## src/rtl/hazard_pkg.sv

```systemverilog
// Shared encodings for the pipeline hazard/stall controller.
package hazard_pkg;

    // Execute-stage operand mux selects
    localparam logic [1:0] FWD_RF  = 2'b00;
    localparam logic [1:0] FWD_WB  = 2'b01;
    localparam logic [1:0] FWD_MEM = 2'b10;

    // Multi-cycle multiply sequencer states
    typedef enum logic {
        IDLE = 1'b0,
        BUSY = 1'b1
    } mul_state_t;

endpackage

```

## src/rtl/mul_stall_timer.sv

```systemverilog
// Holds a multiply in Execute for MUL_CYCLES cycles: stalls for the first
// MUL_CYCLES-1 cycles and flags the result on the last one.
module mul_stall_timer
    import hazard_pkg::*;
#(
    parameter int MUL_CYCLES = 4
)
(
    input  logic clk,
    input  logic reset,
    input  logic MulE,
    output logic MulStall,
    output logic MulDoneE
);

    // Counter must hold MUL_CYCLES-2; keep at least one bit for tiny latencies
    localparam int            CW       = (MUL_CYCLES > 2) ? $clog2(MUL_CYCLES) : 1;
    localparam logic [CW-1:0] CNT_LOAD = CW'((MUL_CYCLES > 1) ? (MUL_CYCLES - 2) : 0);

    mul_state_t    state;
    logic [CW-1:0] cnt;

    // Sequencer state and residency down-counter; reset aborts any multiply in flight
    always_ff @(posedge clk) begin
        if (reset) begin
            state <= IDLE;
            cnt   <= '0;
        end else begin
            case (state)
                IDLE: begin
                    if (MulE && (MUL_CYCLES > 1)) begin
                        state <= BUSY;
                        cnt   <= CNT_LOAD;
                    end
                end
                BUSY: begin
                    if (cnt == '0) state <= IDLE;
                    else           cnt   <= cnt - CW'(1);
                end
                default: state <= IDLE;
            endcase
        end
    end

    // Stall while residency remains; the final cycle releases the stall and marks done
    always_comb begin
        MulStall = 1'b0;
        MulDoneE = 1'b0;
        case (state)
            IDLE: begin
                if (MulE) begin
                    if (MUL_CYCLES > 1) MulStall = 1'b1;
                    else                MulDoneE = 1'b1;
                end
            end
            BUSY: begin
                if (cnt != '0) MulStall = 1'b1;
                else           MulDoneE = 1'b1;
            end
            default: ;
        endcase
    end

endmodule

```

## src/rtl/hazard_ctrl.sv

```systemverilog
// Hazard and stall controller for the F/D/E/M/W pipeline: operand forwarding,
// load-use interlock, branch flushes, multiply stalls and a stall-cycle counter.
module hazard_ctrl
    import hazard_pkg::*;
#(
    parameter int REGW       = 4,
    parameter int ZERO_REG   = 0,
    parameter int MUL_CYCLES = 4,
    parameter int CNTW       = 16
)
(
    input  logic            clk,
    input  logic            reset,
    input  logic [REGW-1:0] Ra1D,
    input  logic [REGW-1:0] Ra2D,
    input  logic [REGW-1:0] Ra1E,
    input  logic [REGW-1:0] Ra2E,
    input  logic [REGW-1:0] WA3E,
    input  logic [REGW-1:0] WA3M,
    input  logic [REGW-1:0] WA3W,
    input  logic            RegWriteE,
    input  logic            RegWriteM,
    input  logic            RegWriteW,
    input  logic            MemtoRegE,
    input  logic            BranchTakenE,
    input  logic            MulE,
    output logic [1:0]      ForwardAE,
    output logic [1:0]      ForwardBE,
    output logic            StallF,
    output logic            StallD,
    output logic            StallE,
    output logic            FlushD,
    output logic            FlushE,
    output logic            FlushM,
    output logic            MulDoneE,
    output logic [CNTW-1:0] StallCount
);

    logic LdStall;
    logic MulStall;
    logic ld_src_ok;

    // Hardwired-zero register never carries a real result
    function automatic logic is_zero_reg(input logic [REGW-1:0] ra);
        return (ZERO_REG != 0) && (ra == '0);
    endfunction

    // Newest producer wins: M ahead of W
    function automatic logic [1:0] fwd_sel(input logic [REGW-1:0] ra);
        if (RegWriteM && (WA3M == ra) && !is_zero_reg(ra))      return FWD_MEM;
        else if (RegWriteW && (WA3W == ra) && !is_zero_reg(ra)) return FWD_WB;
        else                                                    return FWD_RF;
    endfunction

    // Counter increment that pins at all-ones
    function automatic logic [CNTW-1:0] sat_inc(input logic [CNTW-1:0] v);
        return (v == '1) ? v : v + CNTW'(1);
    endfunction

    mul_stall_timer #(
        .MUL_CYCLES (MUL_CYCLES)
    ) u_mul (
        .clk      (clk),
        .reset    (reset),
        .MulE     (MulE),
        .MulStall (MulStall),
        .MulDoneE (MulDoneE)
    );

    // Forwarding selects and load-use detection
    always_comb begin
        ForwardAE = fwd_sel(Ra1E);
        ForwardBE = fwd_sel(Ra2E);
        ld_src_ok = MemtoRegE && RegWriteE && !is_zero_reg(WA3E);
        LdStall   = ld_src_ok && ((Ra1D == WA3E) || (Ra2D == WA3E));
    end

    // Pipeline enables/clears; a held E stage is never flushed
    always_comb begin
        StallF = LdStall | MulStall;
        StallD = LdStall | MulStall;
        StallE = MulStall;
        FlushM = MulStall;
        FlushD = BranchTakenE & ~MulStall;
        FlushE = (LdStall | BranchTakenE) & ~MulStall;
    end

    // Saturating count of fetch-stall cycles
    always_ff @(posedge clk) begin
        if (reset)       StallCount <= '0;
        else if (StallF) StallCount <= sat_inc(StallCount);
    end

endmodule

```

## config.mk

```make
export PLATFORM = sky130hd
export DESIGN_NAME = hazard_ctrl
export DESIGN_NICKNAME = d
export VERILOG_FILES = /design/src/rtl/hazard_pkg.sv /design/src/rtl/mul_stall_timer.sv /design/src/rtl/hazard_ctrl.sv
export SDC_FILE = /design/constraint.sdc
export NUM_CORES = 1
export LEC_CHECK = 0
export ABC_CLOCK_PERIOD_IN_PS = 4950
export BUFFER_PORTS_ARGS = -buffer_cell sky130_fd_sc_hd__buf_2
export CAP_MARGIN = 5
export CORE_UTILIZATION = 49
export DETAILED_ROUTE_END_ITERATION = 8
export PLACE_DENSITY_LB_ADDON = 0.08
export RECOVER_POWER = 50
export SLEW_MARGIN = 30
export SYNTH_ARGS = -nofsm -noshare
export SYNTH_HDL_FRONTEND = slang
export SYNTH_HIERARCHICAL = 1
export SYNTH_SLANG_ARGS = --single-unit
```

## constraint.sdc

```tcl
create_clock -name clk -period 4.95 [get_ports clk]
set_clock_uncertainty 0.15 [all_clocks]
set_input_delay 0.7425 -clock clk [delete_from_list [all_inputs] [get_ports clk]]
set_output_delay 0.7425 -clock clk [all_outputs]
set_load 0.005 [all_outputs]
```

* Word-level counts from Yosys, hierarchy flattened *
Cells that the tools add are included.

cells by class
  add/sub/neg operators = 2
  eq/ne operators = 9
  multiplexer cells = 14
  bitwise gates (word level) = 7
  reduce and logical (&&, ||, !) cells = 11

operators by type and width
  cell                   number
  $eq 4x4->1             6
  $add 16x1->16 const B  1
  $eq 16x16->1 const B   1
  $mux 2                 4
  $logic_and 1x1->1      6
  $mux 1                 6
  $pmux 1 s2             3
  $ne 2x2->1 const B     2
  $pmux 2 s2             1
  $reduce_and 2->1       2
  $not 1->1              3
  $and 1x1->1            2
  $logic_not 2->1        1
  $or 1x1->1             2
  $reduce_bool 2->1      1
  $sub 2x1->2 const B    1
  $logic_or 1x1->1       1

storage, ports and cells
  register bits after elaboration = 19
  input port bits = 36
  output and inout port bits = 27
  word-level logic and storage cells = 46

* Depth between registers and ports, before layout *
Gate-level depths: netlist (run 1).

  word-level depth = 5
  depth in mapped cells = 12
  gate-level depth less buffers = 10

* Modules after synthesis *
Netlist (run 1), hierarchy kept.

by module, submodules not included
  module           times used  cells an instance  area an instance (um2)  sequential area each (um2)
  hazard_ctrl      1           139                1143.6                  320.3
  mul_stall_timer  1           15                 141.4                   60.1

* Worst setup path before layout (run 1) *
OpenSTA, ideal clock, no wires.

  path type = input port to output port
  from = in WA3E[1]
  to = out StallF
  arrival time = 1.618 ns
  required time = 4.058 ns
  setup slack = 2.440 ns
  stages on the path = 5
  path buffers = 1
  cell sequence = xor2_1 nor4_2 o211ai_2 nand2_1 buf_4

on the way
  word-level cells in the longest chain between the ends = 4
  elaborated cells on any way between the ends = 5
  those cells by class = 2 x eq/ne; 1 x bitwise; 2 x reduce/logical

ends and longest elaborated chain
  element              RTL line           source
  start, declared      hazard_ctrl.sv:18  input logic [REGW-1:0] WA3E,
  $eq 4x4->1           hazard_ctrl.sv:75  LdStall = ld_src_ok && ((Ra1D == WA3E) || (Ra2D == WA3E));
  $logic_or 1x1->1 *   hazard_ctrl.sv:75
  $logic_and 1x1->1 *  hazard_ctrl.sv:75
  $or 1x1->1 *         -
  end, declared        hazard_ctrl.sv:29  output logic StallF,

Mark *: on every way between the ends. The rest lies on a longest branch, timed or not.

* Worst setup path in the final report (run 1) *
  from = reg u_mul.cnt[0]
  to = reg StallCount[15]

on the way
  word-level cells in the longest chain between the ends = 5

ends and longest elaborated chain
  element                     RTL line               source
  start, declared             mul_stall_timer.sv:21  logic [CW-1:0] cnt;
  start signal, assigned      mul_stall_timer.sv:38  else cnt <= cnt - CW'(1);
  $reduce_bool 2->1           mul_stall_timer.sv:57  if (cnt != '0) MulStall = 1'b1;
  $mux 1                      mul_stall_timer.sv:57
  $pmux 1 s2                  mul_stall_timer.sv:49  case (state)
  $or 1x1->1                  hazard_ctrl.sv:80      StallF = LdStall | MulStall;
  $reduce_and 2->1 (no line)  -
  end signal, assigned        hazard_ctrl.sv:91      else if (StallF) StallCount <= sat_inc(StallCount);
  end, declared               hazard_ctrl.sv:36      output logic [CNTW-1:0] StallCount

No other way between the ends.
A chain may end at the register's enable or synchronous reset.

==> results of run 1 <==
flip-flops by register name, indices dropped and copies added (netlist names):
| name | count |
|---|---|
| u_mul/state | 1 |
| StallCount | 16 |
| u_mul/cnt | 2 |
Yosys cell counts, types with 2 or more instances:
cell / n / area (um^2)
and4_1: 4 / 35.03
nor2_1: 12 / 45.04
mux2_2: 4 / 45.04
nor4_1: 3 / 18.77
ha_1: 2 / 25.02
inv_1: 7 / 26.28
nor2b_1: 5 / 31.28
dfxtp_1: 19 / 380.4
nand2_1: 10 / 37.54
o31ai_1: 5 / 37.54
xor2_1: 21 / 183.9
a211oi_1: 3 / 22.52
nand2b_1: 2 / 12.51
a21oi_1: 12 / 60.06
clkbuf_1: 2 / 7.510
nor4_2: 2 / 25.02
nor3_1: 2 / 10.01
xnor2_1: 4 / 35.03
or3_1: 6 / 37.54
o21ai_0: 6 / 30.03
or4_1: 4 / 30.03
buf_4: 3 / 22.52
nand3_1: 6 / 30.03
cell families after synthesis:
logic type | synth area share, %
buf+inv | 4.771
flops | 29.60
mux | 4.284
fa+ha+maj | 1.947
simple gates | 26.68
compound gates | 15.68
xor+xnor | 17.04
metrics by stage:
step	util [%]	setup WS [ns]
6_report	65.15	1.928
5_1_grt	65.15	1.669
3_3_place_gp	65.00	2.172
3_5_place_dp	65.00	2.155
4_1_cts	66.11	2.137
2_1_floorplan	-	2.440
report_power, final:
| part | total, mW | switching (mW) | internal [mW] |
|---|---|---|---|
| clock network | 0.0755 | 0.0455 | 0.0300 |
| logic | 0.0876 | 0.0490 | 0.0385 |
| registers | 0.164 | 0.00520 | 0.159 |
| total | 0.327 | 0.0997 | 0.227 |
area by class of cell:
type | count | share of cell area, %
multi-input combinational | 122 | 51.86
sequential | 19 | 23.57
timing repair buffer | 63 | 18.91
tap | 30 | 2.326
inverter | 7 | 1.628
clock buffer | 3 | 1.395
clock inverter | 1 | 0.3101
metal layers:
layer	track usage [%]	up-vias	part of all wire, %
met5	0	-	0
met4	6.579	0	0.60
met3	3.736	2	7.3
met2	37.29	49	48
met1	26.55	579	44
li1	-	673	-
worst min-delay path by stage:
stage                                            to  slack, ns  depth (start not counted)
after global placement    u_mul/cnt[0]$_SDFFE_PP0P_       0.30                          1
after global routing      u_mul/cnt[0]$_SDFFE_PP0P_       0.37                          1
final                     u_mul/cnt[0]$_SDFFE_PP0P_       0.33                          1
after floorplan           u_mul/cnt[0]$_SDFFE_PP0P_       0.28                          1
after detailed placement  u_mul/cnt[0]$_SDFFE_PP0P_       0.32                          1
after CTS                 u_mul/cnt[0]$_SDFFE_PP0P_       0.34                          1
==> metrics.md, run 1 <==
| Metric | Value |
|---|---|
| DP Cell Count | 241 |
| Syn avg cell area | 8.344 um^2 |
| Initial antenna violation count | 0 |
| Gate Count Post-Synth | 154 |
| Sequential Area | 380.4 um^2 |
| Footprint of the multi-input gates | 837.1 um^2 |
| Crit path DAT | 3.05 ns |
| Register-to-Register Path Depth | 11 |
| CTS Buffer Depth | 2 |
| Worst r2r src | u_mul/cnt[0]$_SDFFE_PP0P_ |
| Placer Congestion | 0.7577 |
| Post-DP Area | 0.001610 mm^2 |
| Core Area | 0.002477 mm^2 |
| Most frequent cells in the layout | buf_2, xor2_1, dfxtp_1 |
| CTS Buf Count | 3 |
| RSZ-0062 raised after global routing | no |
| HPWL after DPL | 2.248 mm |
| Final setup viols | 0 |
| Max stage delay cell, worst path | dfxtp_1 |
| Hold path start | u_mul/cnt[0]$_SDFFE_PP0P_ |
| Wire per inst | 11.62 um |
| Count of final hold-check violations | 0 |
| Power Total | 0.3269 mW |
| Worst Setup End Kind | flip-flop |
| Worst-skew pair later-pin latency | 0.29 ns |
| Worst-margin pin slew | 0.8108 ns |
| Initial drt markers | 27 |
| First-pass GRT wire length | 4.485 mm |
| Largest net degree at the start of global routing | 24 |
| Flop2flop setup slack | 1.93 ns |
| DRC | 0 |
| Max Fclk | 330.9 MHz |
| Via count | 1303 |
| Commonest non-fill, non-tap cell in the layout | buf_2 |
| Post-CTS Setup Inserts | 0 |
| Total GRT Usage | 21.51% |
| CP delay by family, top | simple AND/OR/NAND/NOR gates |
| Post-CTS Hold Buffers | 0 |
| Total gr overflow | 0 |
| Clock Pin Slew Worst Setup and Hold Paths | 0.11 ns |
| # rows | 18 |
| Max incr delay on CP | 0.37 ns |
| Final instance area | 0.001614 mm^2 |
| Crit path cell chain | inv_1 > ha_1 > and2_0 > or2_0 > inv_1 > a21oi_1 > a41oi_1 > o31ai_2 > clkbuf_1 > nor4_1 > mux2_2 |
| Max-slew violations | 0 |
| Hold WS | 0.3332 ns |
| Fill count | 240 |
| Max Fanout on Critical Path | 23 |
| Die ar. | 0.002831 mm^2 |
| Startpoint Class | flip-flop |
| Data required, critical path | 4.98 ns |
| TritonCTS clock tree | yes |
| Top FF cell, synth | dfxtp_1 |
| Net total in the final layout | 254 |
| Netlist Area Pre-Place | 0.001285 mm^2 |
| I/O Buffers | 62 |
| PD cells | 202.6 mW/mm^2 |
| Critical Path Most Common Cell | inv_1 |
| Post-route ant nets | 0 |
| Starting Density | 51.87% |
| # diodes | 0 |
| Worst setup endpoint | StallCount[15]$_SDFFE_PP0P_ |
| Total negative slack | 0 ns |
| Vias per cell | 5.318 |
| Asr flop ratio synth | 0% |
| Hold Crit Class | flip-flop to flip-flop |
| Setup CP Type | flip-flop to flip-flop |
| Ys Warns | 6 |
| Synth cell types | 33 |
| Final period utilization | 61.05% |
| Yosys reg bits | 19 |
| PostCTS Resize Cnt | 0 |
| Worst path bufs/invs | 3 |
| Max_cap viols | 0 |
| Period minus WS final | 3.022 ns |
| Proportion of layout cells with a drive suffix above 1 | 31.63% |
| CP Depth | 11 |
| Post-Route WL | 2.848 mm |
| CP startpoint | u_mul/cnt[0]$_SDFFE_PP0P_ |
| Seq/Total Area, Yosys | 29.60% |
| CTS Sinks | 19 |
| Die W | 53.21 um |
| H-tree Lvls | 1 |
| Vias in the first global route | 1078 |
| R2R Path End | StallCount[15]$_SDFFE_PP0P_ |
| Num ports | 63 |
| Leak pwr | 0.7008 nW |
| Finished Layout Cells | 245 |
| Peak supply drop | 173.4 uV |
| Root Driver | clkbuf_4 |
| Die H | 53.21 um |
| Worst slew margin | 45.95% |
| Status | complete, no violations |
| Synthesis-to-finish area growth | 25.61% |
| Post-synth EDFFs | 0 |
| Post-Syn Nets | 192 |
| Drt first pass iters | 4 |
Power figures use the tool's default switching activity.
==> run 2, diff against run 1 <==
- ABC_AREA: not set -> 1
- ABC_CLOCK_PERIOD_IN_PS: 4950 -> 3150
- CORE_UTILIZATION: 49 -> 48
- clock period: 4.95 -> 3.15 ns (I/O delays scaled with it)
==> metrics.md, run 2 <==
| Metric | Value |
|---|---|
| Peak supply drop | 264.0 uV (+52%) |
| Final setup viols | 0 (unchanged) |
| Largest register FFs | 16 (unchanged) |
| Netlist Area Pre-Place | 0.001464 mm^2 (+14%) |
| H-tree Lvls | 1 (unchanged) |
| Proportion of layout cells with a drive suffix above 1 | 22.93% (-8.7 points) |
| Root Driver | clkbuf_4 |
| Most frequent cells in the layout | nand2_1, buf_2, nor2_1 |
| Die W | 57.23 um (+7.5%) |
| Synth cell count leaders | nand2_1, nor2_1, inv_1, nand3_1, dfxtp_1 |
| Via count | 1683 (+29%) |
| Yosys reg bits | 19 (unchanged) |
| Post-CTS Hold Buffers | 0 (unchanged) |
| Post-Route WL | 3.067 mm (+7.7%) |
| Register-to-Register Path Depth | 10 (-1) |
| Core Area | 0.002829 mm^2 (+14%) |
| Min-Delay Endpoint | u_mul/state$_SDFF_PP0_ |
| Most numerous cell in the Yosys netlist | nand2_1 |
| CTS Sinks | 19 (unchanged) |
| Largest net degree at the start of global routing | 35 (+46%) |
| GRT Max-Usage Layer | met2 |
| Placer Congestion | 0.8503 (+12%) |
| Met1 Track Usage GR | 25.95% (-0.61 points) |
| Worst-margin pin slew | 0.4927 ns (-0.3181 ns) |
| DRC | 4 (+4) |
| PostCTS Resize Cnt | 0 (unchanged) |
| Total gr overflow | 0 (unchanged) |
| TritonCTS clock tree | yes |
| Syn avg cell area | 5.763 um^2 (-31%) |
| Share of the synthesized area in the top cell type | 25.98% (-3.6 points) |
| CP startpoint | u_mul/cnt[0]$_SDFFE_PP0P_ |
| PnR worst setup slack | 0.7979 ns (-1.130 ns) |
| Worst slack, placed | 1.061 ns (-1.095 ns) |
| Startpoint Class | flip-flop |
| DP Cell Count | 341 (+41%) |
| Largest cells by area after synthesis | dfxtp_1, nand2_1, nor2_1, inv_1, nand3_1 |
| Setup CP Type | flip-flop to output port |
| Post-DP Area | 0.001770 mm^2 (+9.9%) |
| Max_cap viols | 0 (unchanged) |
| Vias in the first global route | 1343 (+25%) |
| Finished Core Util | 63.20% (-1.9 points) |
| Worst r2r src | u_mul/cnt[0]$_SDFFE_PP0P_ |
| Crit path DAT | 1.73 ns (-1.32 ns) |
| Worst slew margin | 67.11% (+21 points) |
| Post-route ant nets | 0 (unchanged) |
| Hold Path Stages | 2 (+1) |
| Num ports | 63 (unchanged) |
| Top FF cell, synth | dfxtp_1 |
| Total GRT Usage | 20.01% (-1.5 points) |
| Total negative slack | 0 ns (unchanged) |
| Vias per cell | 4.878 (-8.3%) |
| Final period utilization | 74.67% |
| Final instance area | 0.001788 mm^2 (+11%) |
| Gate Count Post-Synth | 254 (+65%) |
| Clock Pin Slew Worst Setup and Hold Paths | 0.10 ns (about the same) |
| Synth cell types | 27 (-18%) |
| Max-slew violations | 0 (unchanged) |
| Leak pwr | 1.000 nW (+43%) |
| Post-synth EDFFs | 0 (unchanged) |
| Period minus WS final | 2.352 ns |
| Max Fclk | 425.2 MHz |
| Commonest non-fill, non-tap cell in the layout | nand2_1 |
| Asr flop ratio synth | 0% (unchanged) |
| Synth area leader | dfxtp_1 |
| Biggest regs | StallCount: 16 flops, u_mul/cnt: 2 flops, u_mul/state: 1 flops |
| Data required, critical path | 2.53 ns (-2.45 ns) |
| Post-Syn Nets | 292 (+52%) |
| Drt first pass iters | 6 (+2) |
| Initial drt markers | 98 (+260%) |
| Failing checks | DRC |
| Hold path start | reset |
| Count of final hold-check violations | 0 (unchanged) |
| Ys Warns | 6 (unchanged) |
| First-pass GRT wire length | 5.347 mm (+19%) |
| RSZ-0062 raised after global routing | no |
| PD cells | 290.9 mW/mm^2 (+44%) |
| Die ar. | 0.003275 mm^2 (+16%) |
| Finished Layout Cells | 345 (+41%) |
| GR Util met2 | 33.78% (-3.5 points) |
| Hold Crit Class | input port to flip-flop |
| # diodes | 0 (unchanged) |
| CTS Buf Count | 3 (unchanged) |
| CTS Buffer Depth | 2 (unchanged) |
| Worst Setup End Kind | output port |
| Die H | 57.23 um (+7.5%) |
| Seq/Total Area, Yosys | 25.98% (-3.6 points) |
| Synthesis-to-finish area growth | 22.14% |
| Initial antenna violation count | 0 (unchanged) |
| Net total in the final layout | 353 (+39%) |
| Starting Density | 51.75% (-0.12 points) |
| Status | finished, violations left |
| Post-CTS Setup Inserts | 0 (unchanged) |
| Wire per inst | 8.890 um (-24%) |
| I/O Buffers | 62 (unchanged) |
| Met3 usage | 4.535% (+0.80 points) |
| R2R Path End | StallCount[4]$_SDFFE_PP0P_ |
| Flop2flop setup slack | 1.40 ns (-0.53 ns) |
| Biggest register | StallCount |
| Worst-skew pair later-pin latency | 0.29 ns (about the same) |
| HPWL after DPL | 2.405 mm (+7.0%) |
| # rows | 19 (+1) |
| Max Fanout on Critical Path | 34 (+48%) |
## run 2: cell types whose count changed after synthesis, sizes merged, moves of 6 or more
cell   delta
nand2    +61
nor2     +39
inv      +37
o22ai     +7
or3       -6
nand3    +15
xor2     -20
## run 2: cell families after synthesis
family	Yosys count	share of synthesized area [%]
and+or+nand+nor	149	44.10
adders and majority gates	2	1.709
xor gates and xnor gates	4	2.394
buffers and inverters	50	14.19
AOI/OAI and AO/OA	30	11.62
DFF	19	25.98
## run 2: per-stage QoR
stage                     hold WS (ns)  total power, mW
after floorplan                 0.2903           0.3583
after global placement          0.3064           0.4031
after detailed placement        0.3166           0.4054
after CTS                       0.1947           0.5302
after global routing            0.1921           0.5616
final                           0.2061           0.5201
## run 2: where the power goes
| group | total, mW | leakage, nW | internal, mW | switching [mW] |
|---|---|---|---|---|
| combinational | 0.144 | 0.831 | 0.0610 | 0.0829 |
| clock | 0.121 | 0.0150 | 0.0493 | 0.0717 |
| sequential | 0.255 | 0.154 | 0.248 | 0.00699 |
## run 2: per-layer routing
metal  share of wire, %  vias up
met1                 48      723
met3                5.9        2
met5                  0        -
met2                 45       49
li1                   -      909
met4               0.62        0
## run 2: worst max-delay path by stage
stage | end | slack (ns) | cells past startpoint
6_report | StallF | 0.80 | 8
5_1_grt | StallF | 0.64 | 8
4_1_cts | StallF | 0.79 | 8
3_5_place_dp | StallF | 1.06 | 10
3_3_place_gp | StallF | 1.09 | 10
2_1_floorplan | StallF | 1.29 | 9
## run 2: final cells by class
class                           instances  area [um^2]
Tap cell                               31        38.79
Sequential cell                        19        380.4
Timing Repair Buffer                   62        301.5
Clock buffer                            4        26.28
Inverter                               44        165.2
Multi-Input combinational cell        185        875.8
Fill cell                             312         1041
## run 2: worst max-delay path, cell delays in order (launching register included)
cell	delay [ns]
dfxtp_1	0.32
inv_1	0.06
ha_1	0.22
inv_1	0.07
nand2_1	0.07
nand2_1	0.16
inv_1	0.09
nand2_4	0.28
buf_2	0.18
==> run 3, diff against run 2 <==
- ABC_CLOCK_PERIOD_IN_PS: 3150 -> 2100
- CORE_UTILIZATION: 48 -> 43
- clock period: 3.15 -> 2.1 ns (I/O delays scaled with it)
==> metrics.md, run 3 (synthesis results as in run 2) <==
| Metric | Value |
|---|---|
| Status | complete, no violations |
| Total gr overflow | 0 (unchanged) |
| Initial drt markers | 77 (-21%) |
| Total GRT Usage | 19.44% (-0.57 points) |
| Proportion of layout cells with a drive suffix above 1 | 25.95% (+3.0 points) |
| Clock Pin Slew Worst Setup and Hold Paths | 0.10 ns (about the same) |
| Final instance area | 0.001838 mm^2 (+2.8%) |
| PnR worst setup slack | 0.1566 ns (-0.6413 ns) |
| Worst Setup End Kind | output port |
| Wire per inst | 9.033 um (+1.6%) |
| Power Total | 0.8035 mW (+54%) |
| PD cells | 437.1 mW/mm^2 (+50%) |
| RSZ-0062 raised after global routing | no |
| Fill count | 334 (+7.1%) |
| Initial antenna violation count | 0 (unchanged) |
| HPWL after DPL | 2.450 mm (+1.9%) |
| Leak pwr | 1.040 nW (+4.0%) |
| CTS Buffer Depth | 2 (unchanged) |
| Synthesis-to-finish area growth | 25.56% |
| Worst slew margin | 60.95% (-6.2 points) |
| Die H | 60.35 um (+5.5%) |
| Max_cap viols | 0 (unchanged) |
| Num ports | 63 (unchanged) |
| Largest register FFs | 16 (unchanged) |
| Via count | 1659 (-1.4%) |
| # rows | 20 (+1) |
| CTS Buf Count | 3 (unchanged) |
| Peak supply drop | 365.1 uV (+38%) |
| Max Fclk | 514.6 MHz |
| I/O Buffers | 62 (unchanged) |
| Max stage delay cell, worst path | dfxtp_1 |
| Flop2flop setup slack | 0.22 ns (-1.18 ns) |
| Net total in the final layout | 355 (+0.57%) |
| Final period utilization | 92.54% |
| Critical Path Most Common Cell | inv_1 |
| Biggest regs | StallCount: 16 flops, u_mul/cnt: 2 flops, u_mul/state: 1 flops |
| Worst path bufs/invs | 4 (unchanged) |
| Finished Core Util | 58.29% (-4.9 points) |
| CP delay by family, top | buffers and inverters |
| Most frequent cells in the layout | nand2_1, buf_2, nor2_1 |
| Commonest non-fill, non-tap cell in the layout | nand2_1 |
| Switching power | 0.2590 mW (+60%) |
| Post-DP Area | 0.001787 mm^2 (+0.92%) |
| Die W | 60.35 um (+5.5%) |
| CTS Sinks | 19 (unchanged) |
| Max-slew violations | 0 (unchanged) |
| Max Fanout on Critical Path | 17 (-50%) |
| Combinational Power Share | 28.6% (+0.9 points) |
| Worst-skew pair later-pin latency | 0.31 ns (+0.02 ns) |
| Largest net degree at the start of global routing | 18 (-49%) |
| Sw Share | 32.23% (+1.2 points) |
| Total negative slack | 0 ns (unchanged) |
| Seq pwr share | 47.7% (-1.4 points) |
| Setup CP Type | flip-flop to output port |
| Hold Crit Class | input port to flip-flop |
| Crit path cell chain | inv_1 > ha_1 > inv_1 > nand2_1 > nand2_2 > inv_4 > nand2_8 > buf_2 |
| Vias in the first global route | 1370 (+2.0%) |
| Die ar. | 0.003642 mm^2 (+11%) |
| Crit path DAT | 1.48 ns (-0.25 ns) |
| Startpoint Class | flip-flop |
| Post-Route WL | 3.252 mm (+6.0%) |
| Worst slack, placed | 0.2459 ns (-0.8147 ns) |
| H-tree Lvls | 1 (unchanged) |
| Starting Density | 46.43% (-5.3 points) |
| Clock Power Share | 23.7% (+0.4 points) |
| DRC | 0 (-4) |
| First-pass GRT wire length | 5.520 mm (+3.2%) |
| Biggest register | StallCount |
| Placer Congestion | 0.8381 (-1.4%) |
| Final setup viols | 0 (unchanged) |
| Count of final hold-check violations | 0 (unchanged) |
| # diodes | 0 (unchanged) |
| Int Power | 0.5445 mW (+52%) |
| Max incr delay on CP | 0.32 ns (about the same) |
| Post-route ant nets | 0 (unchanged) |
| Data required, critical path | 1.63 ns (-0.90 ns) |
| Period minus WS final | 1.943 ns |
| Core Area | 0.003153 mm^2 (+11%) |
| Post-CTS Hold Buffers | 0 (unchanged) |
| Worst-margin pin slew | 0.5843 ns (+0.09157 ns) |
| Root Driver | clkbuf_4 |
| Vias per cell | 4.608 (-5.5%) |
| TritonCTS clock tree | yes |
| Drt first pass iters | 4 (-2) |
## run 3: cell count changes in the layout (fill, tap and decap cells not counted)
cell / previous run / this run
inv_1: 39 / 38
inv_4: 0 / 1
nand2_4: 1 / 0
nand2_2: 3 / 4
buf_2: 55 / 62
clkbuf_1: 8 / 1
buf_4: 0 / 1
nand2_8: 0 / 1
## run 3: metal layers
metal	routed length, um	up-vias	global-route usage (%)
li1	-	925	-
met1	1650	687	25.94
met2	1403	43	32.03
met3	176	4	4.478
met4	23	0	3.987
met5	0	-	0
## run 3: stage by stage
step	hold slack, ns	std cells
5_1_grt	0.02189	360
6_report	0.03488	360
2_1_floorplan	0.2374	254
4_1_cts	0.03015	359
3_3_place_gp	0.3010	354
3_5_place_dp	0.3127	354
## run 3: timing repair
item,in CTS,in global routing
setup endpoints to repair,2,2
buffers inserted,0,1
pin swaps,1,1
resized for setup,2,2
gates cloned,1,0
## run 3: cell type report
cell class | count | area (um^2) | area share [%]
Tap cell | 44 | 55.05 | 2.995
Timing Repair Buffer | 63 | 317.8 | 17.29
Clock buffer | 4 | 26.28 | 1.430
Multi-Input combinational cell | 186 | 890.9 | 48.47
Inverter | 44 | 167.7 | 9.122
Sequential cell | 19 | 380.4 | 20.69
## run 3: worst register-to-register path, stage by stage, from the launching register on
cell,delay (ns)
dfxtp_1,0.32
inv_1,0.06
ha_1,0.21
inv_1,0.07
nand2_1,0.08
nand2_2,0.14
inv_4,0.07
nand2_1,0.44
nand3_1,0.13
nand2_1,0.09
nor2_1,0.04
## run 3: worst paths after layout
kind | start | end | depth (start not counted)
setup / recovery | u_mul/cnt[0]$_SDFFE_PP0P_ | StallF | 8
hold reg to reg | u_mul/cnt[1]$_SDFFE_PP0P_ | u_mul/cnt[1]$_SDFFE_PP0P_ | 2
hold / removal | reset | u_mul/state$_SDFF_PP0_ | 2
setup reg to reg | u_mul/cnt[0]$_SDFFE_PP0P_ | StallCount[0]$_SDFFE_PP0P_ | 10
## run 3: power by group through the flow
stage,logic (mW),registers (mW),clock network [mW]
2_1_floorplan,0.147,0.390,0
3_3_place_gp,0.215,0.392,0
3_5_place_dp,0.217,0.392,0
4_1_cts,0.230,0.384,0.198
5_1_grt,0.263,0.386,0.219
6_report,0.230,0.383,0.190
